### config.mk
export PLATFORM = sky130hd
export DESIGN_NAME = tankb_video_timing
export DESIGN_NICKNAME = d
export VERILOG_FILES = /design/src/rtl/tankb_video_pkg.sv /design/src/rtl/tankb_wrap_counter.sv /design/src/rtl/tankb_video_timing.sv
export SDC_FILE = /design/constraint.sdc
export NUM_CORES = 1
export LEC_CHECK = 0
export CAP_MARGIN = 10
export CORE_MARGIN = 5
export CORE_UTILIZATION = 50
export DETAILED_ROUTE_END_ITERATION = 8
export PLACE_DENSITY = 0.76
export SLEW_MARGIN = 0
export SYNTH_ARGS = -nofsm -noshare
export SYNTH_HDL_FRONTEND = slang
export SYNTH_SLANG_ARGS = --single-unit
### constraint.sdc
create_clock -name clk -period 5.2 [get_ports clk]
set_clock_uncertainty 0.2 [all_clocks]
set_input_delay 0.52 -clock clk [delete_from_list [all_inputs] [get_ports clk]]
set_output_delay 0.52 -clock clk [all_outputs]
set_load 0.01 [all_outputs]
### src/rtl/tankb_video_pkg.sv
// Shared timing defaults and tile-address layout for the Tank Battalion video timing block.
package tankb_video_pkg;

    localparam int unsigned H_TOTAL      = 384;
    localparam int unsigned H_ACTIVE     = 256;
    localparam int unsigned H_SYNC_START = 288;
    localparam int unsigned H_SYNC_LEN   = 32;
    localparam int unsigned V_TOTAL      = 264;
    localparam int unsigned V_ACTIVE     = 224;
    localparam int unsigned V_SYNC_START = 240;
    localparam int unsigned V_SYNC_LEN   = 8;

    localparam int unsigned CNT_W  = 9;
    localparam int unsigned ROW_W  = 5;
    localparam int unsigned COL_W  = 5;
    localparam int unsigned ADDR_W = ROW_W + COL_W;

    typedef struct packed {
        logic [ROW_W-1:0] row;
        logic [COL_W-1:0] col;
    } tile_addr_t;

endpackage

### src/rtl/tankb_wrap_counter.sv
// 9-bit wrapping counter with enable; exposes its next value so decodes can be registered
// in step with the count.
module tankb_wrap_counter
    import tankb_video_pkg::*;
#(
    parameter int unsigned Total = 384
) (
    input  logic             clk,
    input  logic             reset,
    input  logic             en,
    output logic [CNT_W-1:0] cnt,
    output logic [CNT_W-1:0] cnt_next,
    output logic             tc
);

    logic [CNT_W-1:0] cnt_q;

    assign cnt = cnt_q;
    assign tc  = (cnt_q == CNT_W'(Total - 1));

    always_comb begin
        cnt_next = cnt_q;
        if (en) begin
            cnt_next = tc ? '0 : cnt_q + 1'b1;
        end
    end

    always_ff @(posedge clk) begin
        if (reset) begin
            cnt_q <= '0;
        end else begin
            cnt_q <= cnt_next;
        end
    end

endmodule

### src/rtl/tankb_video_timing.sv
// Raster timing generator: counters, syncs, blanks and shifter tile-fetch address/load strobe.
// Optional cocktail flip of tile_addr is enabled by defining TANKB_FLIP_EN.
module tankb_video_timing
    import tankb_video_pkg::*;
#(
    parameter int unsigned HTotal     = H_TOTAL,
    parameter int unsigned HActive    = H_ACTIVE,
    parameter int unsigned HSyncStart = H_SYNC_START,
    parameter int unsigned HSyncLen   = H_SYNC_LEN,
    parameter int unsigned VTotal     = V_TOTAL,
    parameter int unsigned VActive    = V_ACTIVE,
    parameter int unsigned VSyncStart = V_SYNC_START,
    parameter int unsigned VSyncLen   = V_SYNC_LEN
) (
    input  logic              clk,
    input  logic              reset,
    input  logic              ce_pix,
    input  logic              flip,
    output logic [CNT_W-1:0]  h_cnt,
    output logic [CNT_W-1:0]  v_cnt,
    output logic              hsync_n,
    output logic              vsync_n,
    output logic              hblank,
    output logic              vblank,
    output logic              shift_load_n,
    output logic [ADDR_W-1:0] tile_addr,
    output logic              line_start,
    output logic              frame_start
);

    if (HTotal > 512 || VTotal > 512 || HSyncStart + HSyncLen > HTotal ||
        VSyncStart + VSyncLen > VTotal || (HActive % 8) != 0) begin : g_bad_params
        $error("tankb_video_timing: illegal timing parameters");
    end

    logic [CNT_W-1:0] h_next, v_next;
    logic             h_tc, v_tc;

    tankb_wrap_counter #(.Total(HTotal)) u_h_cnt (
        .clk      (clk),
        .reset    (reset),
        .en       (ce_pix),
        .cnt      (h_cnt),
        .cnt_next (h_next),
        .tc       (h_tc)
    );

    tankb_wrap_counter #(.Total(VTotal)) u_v_cnt (
        .clk      (clk),
        .reset    (reset),
        .en       (ce_pix & h_tc),
        .cnt      (v_cnt),
        .cnt_next (v_next),
        .tc       (v_tc)
    );

    logic [CNT_W-1:0] h_plus;
    logic [COL_W-1:0] col;
    logic [ROW_W-1:0] row;
    tile_addr_t       addr_d, addr_q;
    logic             hsync_n_q, vsync_n_q, hblank_q, vblank_q, load_n_q;
    logic             line_start_q, frame_start_q;

    // The last pixel of a line preloads column 0 rather than the wrapped-by-256 column.
    assign h_plus = h_next + 1'b1;
    assign col    = (h_next == CNT_W'(HTotal - 1)) ? '0 : h_plus[7:3];
    assign row    = v_next[7:3];

    logic unused_bits;
    assign unused_bits = ^{h_plus[8], h_plus[2:0], v_next[8], v_next[2:0]};

`ifdef TANKB_FLIP_EN
    logic flip_q, flip_d;

    // Flip is latched only at the line wrap so a line is never half-flipped.
    assign flip_d = (ce_pix & h_tc) ? flip : flip_q;
    assign addr_d = flip_d ? '{row: ~row, col: ~col} : '{row: row, col: col};

    always_ff @(posedge clk) begin
        if (reset) begin
            flip_q <= 1'b0;
        end else begin
            flip_q <= flip_d;
        end
    end
`else
    logic unused_flip;
    assign unused_flip = flip;
    assign addr_d      = '{row: row, col: col};
`endif

    always_ff @(posedge clk) begin
        if (reset) begin
            hsync_n_q     <= 1'b1;
            vsync_n_q     <= 1'b1;
            hblank_q      <= 1'b0;
            vblank_q      <= 1'b0;
            load_n_q      <= 1'b1;
            addr_q        <= '0;
            line_start_q  <= 1'b0;
            frame_start_q <= 1'b0;
        end else begin
            line_start_q  <= ce_pix & h_tc;
            frame_start_q <= ce_pix & h_tc & v_tc;
            if (ce_pix) begin
                hsync_n_q <= !({1'b0, h_next} >= 10'(HSyncStart) &&
                               {1'b0, h_next} <  10'(HSyncStart + HSyncLen));
                vsync_n_q <= !({1'b0, v_next} >= 10'(VSyncStart) &&
                               {1'b0, v_next} <  10'(VSyncStart + VSyncLen));
                hblank_q  <= {1'b0, h_next} >= 10'(HActive);
                vblank_q  <= {1'b0, v_next} >= 10'(VActive);
                load_n_q  <= h_next[2:0] != 3'd7;
                addr_q    <= addr_d;
            end
        end
    end

    assign hsync_n      = hsync_n_q;
    assign vsync_n      = vsync_n_q;
    assign hblank       = hblank_q;
    assign vblank       = vblank_q;
    assign shift_load_n = load_n_q;
    assign tile_addr    = addr_q;
    assign line_start   = line_start_q;
    assign frame_start  = frame_start_q;

endmodule

-- Word-level counts from Yosys, hierarchy flattened
Cells that the tools add are included.
Widths: inputs -> output; s select.
- bitwise logic cells: 2
- reduce and logical (&&, ||, !) cells: 4
- add/subtract/negate cells: 3
- equality and inequality tests: 4
- $lt $le $gt $ge: 6
- mux-type cells: 5
- operators with widths (cell ; number):
    $mux 9 ; 4
    $eq 9x9->1 const B ; 3
    $add 9x1->9 const B ; 2
    $ge 9x8->1 const B ; 2
    $ge 9x9->1 const B ; 2
    $lt 9x8->1 const B ; 1
    $lt 9x9->1 const B ; 1
    $add 8x1->8 const B ; 1
    $mux 5 ; 1
    $ne 3x3->1 const B ; 1
    $and 1x1->1 ; 2
    $logic_and 1x1->1 ; 2
    $logic_not 1->1 ; 2
- register bits after elaboration: 35
- word-level logic and storage cells: 35

-- Depth between registers and ports, before layout
Gate-level depths: netlist (run 1).
- depth in word-level cells: 6
- mapped depth: 7

-- Hierarchy
Synthesis (run 1) repeated with hierarchy kept, for this count alone.
- cell total of the unflattened synthesis: 184
- area total of the unflattened synthesis: 1649.1 µm²
- modules (own cells, without submodules) (module ; cells an instance ; sequential area each (µm²) ; area each (µm²) ; times used):
    tankb_video_timing ; 73 ; 340.3 ; 693.2 ; 1
    tankb_wrap_counter at u_h_cnt ; 58 ; 180.2 ; 484.2 ; 1
    tankb_wrap_counter at u_v_cnt ; 53 ; 180.2 ; 471.7 ; 1

-- Least setup slack after synthesis (run 1)
OpenSTA, ideal clock, no wires.
- path type: reg2reg
- start: register u_h_cnt.cnt_q[0] (netlist: u_h_cnt.cnt[0])
- end: register addr_q, in the netlist tile_addr[4]
- data required time: 4.909 ns
- path buffers: 0
- setup slack: 2.780 ns
- arrival time: 2.129 ns
- stages on the path, launching flop included: 7
- period minus slack after synthesis: 2.420 ns
- cell sequence: dfxtp_1 ha_1 nand4_1 nor2_1 mux2_2 a2111o_1 a311oi_1
- cells in the longest elaborated chain, start to end: 5
- elaborated cells on any way between the ends: 7
- those cells by class: add/sub: 2; eq/ne: 2; mux: 3
- ends and longest elaborated chain (what ; line ; RTL):
    start: declaration ; tankb_wrap_counter.sv:16 ; logic [CNT_W-1:0] cnt_q;
    start signal: assignment ; tankb_wrap_counter.sv:32 ; cnt_q <= cnt_next;
    $add 9x1->9 / $eq 9x9->1 (equally long branches) ; tankb_wrap_counter.sv:24, tankb_wrap_counter.sv:19 ;
    $mux 9 ; tankb_wrap_counter.sv:24 ; cnt_next = tc ? '0 : cnt_q + 1'b1;
    $mux 9 (*) ; tankb_wrap_counter.sv:23 ; if (en) begin
    $add 8x1->8 / $eq 9x9->1 (equally long branches) ; tankb_video_timing.sv:65, tankb_video_timing.sv:66 ;
    $mux 5 (*) ; tankb_video_timing.sv:66 ; assign col = (h_next == CNT_W'(HTotal - 1)) ? '0 : h_plus[7:3];
    end signal: assignment ; tankb_video_timing.sv:113 ; addr_q <= addr_d;
    end: declaration ; tankb_video_timing.sv:60 ; tile_addr_t addr_d, addr_q;
Mark *: on every way between the ends. The rest lies on a longest branch, timed or not.
A chain may end at the register's enable or synchronous reset.

-- Final worst setup path (run 1)
- start: input port ce_pix
- end: register addr_q, in the netlist tile_addr[4]
- cells in the longest elaborated chain, start to end: 3
- elaborated cells on any way between the ends: 4
- those cells by class: add/sub: 1; eq/ne: 1; mux: 2
- ends and longest elaborated chain (what ; line ; RTL):
    start: declaration ; tankb_video_timing.sv:17 ; input logic ce_pix,
    $mux 9 ; tankb_wrap_counter.sv:23 ;
    $add 8x1->8 / $eq 9x9->1 (equally long branches) ; tankb_video_timing.sv:65, tankb_video_timing.sv:66 ;
    $mux 5 ; tankb_video_timing.sv:66 ;
Several ways; a longest one is shown, not always the timed one.

==> results of run 1 <==
==> per-layer routing <==
metal / track usage, % / up-vias / wire length, um
met2: 23.8 / 30 / 1680
met5: 0 / - / 0
met3: 3.91 / 5 / 156
met1: 24.1 / 714 / 2000
li1: - / 806 / -
met4: 5.86 / 0 / 48
==> through the flow <==
step | utilization (%) | setup slack, ns | cells | instance area, um2 | hold slack, ns
after CTS | 64.9 | 2.08 | 282 | 2180 | 0.270
after floorplan | - | 2.78 | 203 | 1750 | 0.286
after global placement | 63.2 | 1.78 | 275 | 2130 | 0.251
after detailed placement | 63.2 | 1.72 | 275 | 2130 | 0.255
after global routing | 65.1 | 2.19 | 283 | 2190 | 0.294
final | 65.1 | 2.33 | 283 | 2190 | 0.267
==> how the worst min path moves through the flow <==
stage	start	endpoint	slack, ns	depth (start not counted)
after CTS	tile_addr[0]$_SDFFE_PP0P_	tile_addr[0]$_SDFFE_PP0P_	0.27	2
final	tile_addr[0]$_SDFFE_PP0P_	tile_addr[0]$_SDFFE_PP0P_	0.27	2
after global placement	tile_addr[0]$_SDFFE_PP0P_	tile_addr[0]$_SDFFE_PP0P_	0.25	2
after floorplan	tile_addr[0]$_SDFFE_PP0P_	tile_addr[0]$_SDFFE_PP0P_	0.29	2
after global routing	tile_addr[0]$_SDFFE_PP0P_	tile_addr[0]$_SDFFE_PP0P_	0.29	2
after detailed placement	tile_addr[0]$_SDFFE_PP0P_	tile_addr[0]$_SDFFE_PP0P_	0.25	2
==> power by group <==
part / internal (mW) / switching [mW] / leakage, nW
logic: 0.0177 / 0.0190 / 0.414
clock network: 0.0627 / 0.0908 / 0.0341
registers: 0.273 / 0.00552 / 0.284
==> critical path: stages <==
cell and delay, ns:
clkdlybuf4s50_1 0.45, buf_4 0.31, nand3_2 0.18, nor3_1 0.39
mux2_2 0.39, a2111o_1 0.37, a311oi_1 0.28
==> registers in the layout, indices dropped and copies added (netlist names) <==
| register | flops |
|---|---|
| hblank | 1 |
| tile_addr | 10 |
| u_h_cnt.cnt | 9 |
| vsync_n | 1 |
| u_v_cnt.cnt | 9 |
| hsync_n | 1 |
| line_start | 1 |
| shift_load_n | 1 |
| frame_start | 1 |
| vblank | 1 |
==> cells in the mapped netlist, types with 2 or more instances <==
library cell,instances
o22ai_1,2
ha_1,2
clkbuf_1,8
inv_1,3
and3_1,2
a31oi_1,3
nand3_1,12
mux2i_1,3
xnor2_1,8
nor3_1,11
xor2_1,3
o21ai_0,5
a211oi_1,6
nand2_1,12
a21oi_1,7
o211ai_1,2
nor2b_1,2
mux2_2,2
nor4_2,3
nand4_1,4
buf_6,2
buf_2,2
nor2_1,33
nand2b_1,3
a311oi_1,3
dfxtp_1,35
==> final cells by class <==
class | instances | area, um2
fillers | 327 | 1170
inverters | 3 | 11.3
clock inverters | 1 | 5.00
multi-input cells | 152 | 972
clock buffers | 6 | 51.3
well taps | 46 | 57.6
repair buffers | 40 | 393
flip-flops and latches | 35 | 701
==> kinds of logic after synthesis <==
family          synth area share (%)
mux                             3.00
simple gates                    27.9
buf+inv                         4.43
flops                           40.0
compound gates                  16.7
xor+xnor                        6.43
fa+ha+maj                       1.43
==> summary.md, run 1 <==
| Metric | Value |
|---|---|
| Status | `finished clean` |
| Arrival time worst endpoint | `2.91 ns` |
| Power density over the cells | `214 nW/um2` |
| IO Pins | `39` |
| Critical Path Sink | `tile_addr[4]$_SDFFE_PP0P_` |
| First-pass GRT wire length | `6620 um` |
| Post-CTS setup buffers | `0` |
| Layout area overhead | `25.2%` |
| Most frequent cells in the layout | `37 x clkdlybuf4s50_1, 35 x dfxtp_1, 33 x nor2_1` |
| Row cnt | `21` |
| Setup slack on the worst flop-to-flop path | `2.54 ns` |
| Worst r2r src | `u_h_cnt.cnt[0]$_SDFF_PP0_` |
| Required @ worst endpoint | `5.25 ns` |
| Yosys reg bits | `35` |
| Mapped Area | `1750 um2` |
| Worst-margin pin slew | `0.530 ns` |
| Worst-path clk slew | `0.11 ns` |
| Achievable Freq | `349 MHz` |
| Post-synth EDFFs | `0` |
| Initial DRT Pass Iterations | `4` |
| Root buf cell | `clkbuf_4` |
| Post-Syn Instances | `203` |
| Hold_buf cts | `0` |
| Die area | `4780 um2` |
| Fin crit period | `2.87 ns` |
| H-tree depth | `2` |
| Synthesized Nets | `209` |
| CTS tree | `yes` |
| Dominant cell type by area after synthesis | `dfxtp_1` |
| Detailed Route Iter0 Violations | `100` |
| N_diodes | `0` |
| Fin crit share | `55.1%` |
| Clock Latency Late Sink | `0.34 ns` |
| RSZ-0062 raised after global routing | `false` |
| Average size of a mapped cell | `8.62 um2` |
| Core footprint | `3360 um2` |
| Worst r2r dst | `tile_addr[4]$_SDFFE_PP0P_` |
| Final setup viols | `0` |
| Vias in the first global route | `1,341` |
| CP startpoint | `ce_pix` |
| Crit Path Class | `input port to register` |
| Max_slew headroom | `64.4%` |
| Worst-case reg-to-reg path depth | `6` |
| CTS Buf Count | `5` |
| Gr ovfl total | `0` |
| Largest net degree at the start of global routing | `35` |
| Starting density of the core | `52.0%` |
| CP Launch Type | `input port` |
| Initial antenna violation count | `0` |
| Asr flop ratio synth | `0%` |
| Ys flop type | `dfxtp_1` |
| Max-cap viol count | `0` |
| Fin Setup TNS | `0 ns` |
| Endpoint class of the critical path | `register` |
| Synth Warn # | `0` |
| Most common cell after layout, fill and taps aside | `clkdlybuf4s50_1` |
| Antenna Violating Nets Remaining | `0` |
| Layout net count | `243` |
| Post-CTS Resized | `0` |
| Drt drc | `0` |
| Layout cells sized above 1 | `10.1%` |
| Worst min-delay path class | `register to register` |
| Bufs on Longest Clock Path | `2` |
| Port Buffers | `37` |
| Routed len/inst | `13.7 um` |
| Synth top area cells | `dfxtp_1 40%, nor2_1 7.1%, xnor2_1 4.0%` |
| Total Routing Usage GR | `16.6%` |
| HPWL after DPL | `2820 um` |
| Pleak | `0.732 nW` |
| Yosys top cell area share | `40.0%` |
| Power Total | `0.469 mW` |
| Clock sinks | `35` |
| Vias per Instance | `5.49` |
| Library cells used by synthesis | `51` |
| Sequential area share after synthesis | `40.0%` |
| Total number of vias | `1,555` |
| Crit Path Max Fanout | `34` |
| Fin. max-slew vios | `0` |
| Final Hold Vio Count | `0` |
| DRT Wirelength | `3880 um` |
| Worst vdd ir | `0.000143 V` |
| Die height | `69.2 um` |
| Gpl congestion | `0.811` |
| Die W | `69.2 um` |
No activity file was read; power rests on OpenSTA's default activity.
==> run 2, diff against run 1 <==
--- a/config.mk
+++ b/config.mk
@@ -7,9 +7,9 @@
 export LEC_CHECK = 0
 export CAP_MARGIN = 10
 export CORE_MARGIN = 5
-export CORE_UTILIZATION = 50
+export CORE_UTILIZATION = 45
 export DETAILED_ROUTE_END_ITERATION = 8
-export PLACE_DENSITY = 0.76
+export PLACE_DENSITY = 0.72
 export SLEW_MARGIN = 0
 export SYNTH_ARGS = -nofsm -noshare
 export SYNTH_HDL_FRONTEND = slang
==> constraint.sdc (replaced) <==
create_clock -name clk -period 2.5 [get_ports clk]
set_clock_uncertainty 0.2 [all_clocks]
set_input_delay 0.25 -clock clk [delete_from_list [all_inputs] [get_ports clk]]
set_output_delay 0.25 -clock clk [all_outputs]
set_load 0.01 [all_outputs]
==> run 2 against run 1 <==
Flip-flop and latch count stayed put. Cell count is 7.1% higher. Core utilization is 1.9 points lower. Power is 130% higher. Count of clock-buffer cells in the layout is 1 lower. Clock power grew to 2.5 times the previous value. Combinational power is 140% higher. Die area is 9.5% higher. Sequential share of layout area is 2.1 points lower. Critical path depth is 2 lower. Worst setup slack worse by 2.1 ns.
==> summary.md, run 2 (synthesis results as in run 1) <==
| Metric | Value |
|---|---|
| Status | `finished clean` |
| IO Pins | `39` |
| Gr ovfl total | `0` |
| Worst min-delay path class | `register to register` |
| Worst vdd ir | `0.000308 V` |
| Crit Path Max Fanout | `8` |
| Layout cells sized above 1 | `16.5%` |
| Endpoint class of the critical path | `register` |
| Port Buffers | `37` |
| Fin Setup TNS | `0 ns` |
| N_diodes | `0` |
| Fin crit share | `91.6%` |
| Crit Path Class | `register to register` |
| Post-CTS Resized | `0` |
| Gpl congestion | `0.874` |
| H-tree depth | `2` |
| Power density over the cells | `449 nW/um2` |
| Detailed Route Iter0 Violations | `112` |
| Initial DRT Pass Iterations | `5` |
| Antenna Violating Nets Remaining | `0` |
| Core footprint | `3720 um2` |
| Row cnt | `22` |
| Achievable Freq | `437 MHz` |
| Total number of vias | `1,643` |
| Die height | `72.4 um` |
| CTS Buf Count | `5` |
| Die area | `5240 um2` |
| Required @ worst endpoint | `2.49 ns` |
| Max_slew headroom | `71.8%` |
| Filler Cells Inserted | `316` |
| Area of the multi-input gates | `972 um2` |
| Number of flip-flops in the largest register | `10` |
| Routed len/inst | `14.0 um` |
| Vias in the first global route | `1,502` |
| CP Launch Type | `register` |
| Max-cap viol count | `0` |
| Power Total | `1.06 mW` |
| Drt drc | `0` |
| Worst-path clk slew | `0.07 ns` |
| DRT Wirelength | `4240 um` |
| Vias per Instance | `5.42` |
| Starting density of the core | `47.1%` |
| Hold_sp | `tile_addr[0]$_SDFFE_PP0P_` |
| Layout net count | `260` |
| Die W | `72.4 um` |
| Initial antenna violation count | `0` |
| Arrival time worst endpoint | `2.28 ns` |
| Worst Hold Path EP | `tile_addr[0]$_SDFFE_PP0P_` |
| Fin. max-slew vios | `0` |
| CTS tree | `yes` |
| Clock Latency Late Sink | `0.29 ns` |
| Largest net degree at the start of global routing | `23` |
| Worst-case reg-to-reg path depth | `5` |
| Bufs on Longest Clock Path | `2` |
| Sequential cell area | `701 um2` |
| HPWL after DPL | `3150 um` |
| Fin crit period | `2.29 ns` |
| Final setup viols | `0` |
| Worst-margin pin slew | `0.420 ns` |
| Layout area overhead | `34.2%` |
| Hold_buf cts | `0` |
| Worst r2r dst | `tile_addr[4]$_SDFFE_PP0P_` |
| Final Hold Vio Count | `0` |
| Post-CTS setup buffers | `0` |
| Most frequent cells in the layout | `37 x clkdlybuf4s50_1, 35 x dfxtp_1, 33 x nor2_1` |
| Setup slack on the worst flop-to-flop path | `0.21 ns` |
| Worst r2r src | `u_h_cnt.cnt[3]$_SDFF_PP0_` |
| Pleak | `0.832 nW` |
| Root buf cell | `clkbuf_8` |
| Number of cells on the worst hold path | `2` |
| First-pass GRT wire length | `7200 um` |
| Total Routing Usage GR | `17.4%` |
| Most common cell after layout, fill and taps aside | `clkdlybuf4s50_1` |
| RSZ-0062 raised after global routing | `false` |
| Clock sinks | `35` |
## run 2: changes by cell type in the layout (fill, tap and decap cells not counted)
cell      change
clkinv_2      +2
clkbuf_4      -6
clkbuf_8      +4
buf_4        +18
## run 2: how the worst max path moves through the flow
stage / endpoint / start / cells past startpoint / slack, ns
6_report: tile_addr[4]$_SDFFE_PP0P_ / u_h_cnt.cnt[3]$_SDFF_PP0_ / 5 / 0.21
5_1_grt: tile_addr[4]$_SDFFE_PP0P_ / u_h_cnt.cnt[3]$_SDFF_PP0_ / 5 / 0.07
4_1_cts: tile_addr[4]$_SDFFE_PP0P_ / u_h_cnt.cnt[3]$_SDFF_PP0_ / 5 / 0.23
3_5_place_dp: vblank$_SDFFE_PP0P_ / ce_pix / 7 / 0.03
3_3_place_gp: tile_addr[4]$_SDFFE_PP0P_ / ce_pix / 6 / 0.07
2_1_floorplan: tile_addr[4]$_SDFFE_PP0P_ / u_h_cnt.cnt[0]$_SDFF_PP0_ / 6 / 0.08
## run 2: area by class of cell
cell class              count  area share, %
multi-input cells         152           41.4
well taps                  48           2.56
clock inverters             3          0.639
repair buffers             57           22.2
clock buffers               5           2.93
flip-flops and latches     35           29.8
inverters                   3          0.479
## run 2: metal layers
| metal | GRT usage [%] | wire length [um] | vias up |
|---|---|---|---|
| met1 | 24.6 | 2030 | 757 |
| li1 | - | - | 837 |
| met3 | 4.16 | 216 | 2 |
| met4 | 6.15 | 36 | 0 |
| met5 | 0 | 0 | - |
| met2 | 25.7 | 1960 | 47 |
## run 2: worst max-delay path: stages (launching register included)
cell and delay, ns:
dfxtp_1 0.49, nand3_2 0.16, nor3_1 0.31, mux2_2 0.39, a2111o_1 0.38, a311oi_1 0.27
## run 2: report_power, final
group	internal (mW)	switching (mW)	total (mW)
logic	0.0432	0.0466	0.0898
clock network	0.190	0.200	0.390
registers	0.569	0.00641	0.575
## run 2: stage by stage
step	hold slack [ns]	cells	worst slack, ns	util (%)	instance area [um2]
2_1_floorplan	0.218	203	0.0803	-	1750
3_3_place_gp	0.254	295	0.0742	60.9	2260
3_5_place_dp	0.267	295	0.0305	60.9	2260
4_1_cts	0.277	303	0.229	63.2	2350
5_1_grt	0.308	303	0.0664	63.2	2350
6_report	0.273	303	0.211	63.2	2350
==> run 3, diff against run 2 <==
--- a/config.mk
+++ b/config.mk
@@ -9,7 +9,9 @@
 export CORE_MARGIN = 5
 export CORE_UTILIZATION = 45
 export DETAILED_ROUTE_END_ITERATION = 8
+export GPL_TIMING_DRIVEN = 0
 export PLACE_DENSITY = 0.72
+export SETUP_SLACK_MARGIN = 0.02
 export SLEW_MARGIN = 0
 export SYNTH_ARGS = -nofsm -noshare
 export SYNTH_HDL_FRONTEND = slang
==> run 3 against run 2 <==
Power grew 0.71%. Register-to-register slack lost 0.09 ns. Count of clock-buffer cells in the layout is the same. Largest cell class unchanged. Largest power group unchanged.
==> summary.md, run 3 (synthesis results as in run 1) <==
| Metric | Value |
|---|---|
| Row cnt | `22` |
| IO Pins | `39` |
| Initial DRT Pass Iterations | `4` |
| Fin Setup TNS | `0 ns` |
| CP Launch Type | `register` |
| Starting density of the core | `47.1%` |
| Worst-margin pin slew | `0.567 ns` |
| Largest net degree at the start of global routing | `12` |
| Status | `finished clean` |
| Hold Slack | `0.145 ns` |
| Die W | `72.4 um` |
| Most common cell after layout, fill and taps aside | `clkdlybuf4s50_1` |
| Detailed Route Iter0 Violations | `85` |
| RSZ-0062 raised after global routing | `false` |
| Crit Path Class | `register to register` |
| Layout net count | `254` |
| Total number of vias | `1,673` |
| Number of flip-flops in the largest register | `10` |
| Max_slew headroom | `62.2%` |
| Die area | `5240 um2` |
| Achievable Freq | `420 MHz` |
| Core footprint | `3720 um2` |
| Cell Count, Final, Fillers Out | `297` |
| Die height | `72.4 um` |
| Bufs on Longest Clock Path | `2` |
| Layout cells sized above 1 | `13.7%` |
| DP Area | `2170 um2` |
| Endpoint class of the critical path | `register` |
| Fin util | `61.9%` |
| Worst-case reg-to-reg path depth | `6` |
| Required @ worst endpoint | `2.50 ns` |
| Design area | `2300 um2` |
| CTS Buf Count | `5` |
| Power density over the cells | `462 nW/um2` |
| Vias in the first global route | `1,488` |
| HPWL after DPL | `3220 um` |
| Gr busiest metal | `met2` |
| Clock Latency Late Sink | `0.29 ns` |
| DP Cell Count | `287` |
| Fin crit period | `2.38 ns` |
| Total Routing Usage GR | `18.1%` |
| Slowest-stage cell, CP | `dfxtp_4` |
| Met1 usage | `25.5%` |
| Worst r2r dst | `tile_addr[4]$_SDFFE_PP0P_` |
| Number of cells on the worst hold path | `2` |
| M2 GR Usage | `26.5%` |
| Gpl congestion | `0.906` |
| Final Hold Vio Count | `0` |
| Hold_sp | `reset` |
| Worst Hold Path EP | `u_h_cnt.cnt[4]$_SDFF_PP0_` |
| Crit Path Max Fanout | `9` |
| Pleak | `0.784 nW` |
| CP startpoint | `u_h_cnt.cnt[0]$_SDFF_PP0_` |
| N_diodes | `0` |
| Worst-path clk slew | `0.07 ns` |
| Antenna Violating Nets Remaining | `0` |
| Vias per Instance | `5.63` |
| GR Util met3 | `3.46%` |
| Initial antenna violation count | `0` |
| Fin crit share | `95.3%` |
| DRT Wirelength | `4480 um` |
| Setup slack on the worst flop-to-flop path | `0.12 ns` |
| Port Buffers | `36` |
| Critical Path, Cell by Cell | `ha_4 -> nand4_1 -> nor2_2 -> mux2_2 -> a2111o_1 -> a311oi_1` |
| Gr ovfl total | `0` |
| Drt drc | `0` |
| CP peak stage delay | `0.42 ns` |
| H-tree depth | `2` |
| Clock sinks | `35` |
| Max-cap viol count | `0` |
| Worst vdd ir | `0.000249 V` |
| Fin. max-slew vios | `0` |
| First-pass GRT wire length | `7350 um` |
| Final setup viols | `0` |
| Worst min-delay path class | `input port to register` |
| Most frequent cells in the layout | `35 x clkdlybuf4s50_1, 33 x dfxtp_1, 32 x nor2_1` |
| CTS tree | `yes` |
| Worst r2r src | `u_h_cnt.cnt[0]$_SDFF_PP0_` |
| Arrival time worst endpoint | `2.38 ns` |
| Routed len/inst | `15.1 um` |
| Layout area overhead | `31.5%` |
| Root buf cell | `clkbuf_8` |
run 3: cell count changes in the layout (fill, tap and decap cells not counted), sizes merged:
cell | before | now
clkdlybuf4s50 | 37 | 35
buf | 20 | 8
dlymetal6s2s | 0 | 1
clkbuf | 5 | 12
run 3: area by class of cell:
type                    count  area (um2)
well taps                  48        60.1
clock buffers               5        68.8
fillers                   327        1420
inverters                   3        11.3
flip-flops and latches     35         708
plain buffers              13        67.6
clock inverters             3        15.0
multi-input cells         152         992
repair buffers             38         378
run 3: power by group:
part	internal (mW)	switching [mW]	total, mW
clock network	0.190	0.209	0.399
logic	0.0377	0.0443	0.0820
registers	0.569	0.0128	0.582
run 3: what timing repair did:
| item | 4_1_cts | 5_1_grt |
|---|---|---|
| setup buffers | 0 | 2 |
| resized for setup | 4 | 8 |
| pin swaps | 0 | 1 |
| setup endpoints to repair | 8 | 8 |
| hold buffers | 0 | 0 |
| cloned | 0 | 0 |
run 3: metrics by stage:
step / setup WS (ns) / power, mW
after floorplan: 0.0803 / 0.633
after global placement: -0.181 / 0.671
after detailed placement: -0.203 / 0.672
after CTS: 0.0235 / 1.07
after global routing: 0.00902 / 1.11
final: 0.119 / 1.06
run 3: worst max-delay path by stage:
stage | endpoint | depth (start not counted)
2_1_floorplan | tile_addr[4]$_SDFFE_PP0P_ | 6
5_1_grt | tile_addr[4]$_SDFFE_PP0P_ | 6
3_5_place_dp | tile_addr[4]$_SDFFE_PP0P_ | 6
6_report | tile_addr[4]$_SDFFE_PP0P_ | 6
3_3_place_gp | tile_addr[4]$_SDFFE_PP0P_ | 6
4_1_cts | tile_addr[4]$_SDFFE_PP0P_ | 6
run 3: critical path, delay by kind of cell, from the launching register on:
kind,cells,cell delay (ns)
simple gates,2,0.43
fa+ha+maj,1,0.19
flops,1,0.42
mux,1,0.36
compound gates,2,0.69
run 3: metal layers:
metal / share of wire (%) / up-vias
li1: - / 830
met1: 47 / 777
met2: 45 / 57
met3: 5.5 / 9
met4: 2.1 / 0
met5: 0 / -
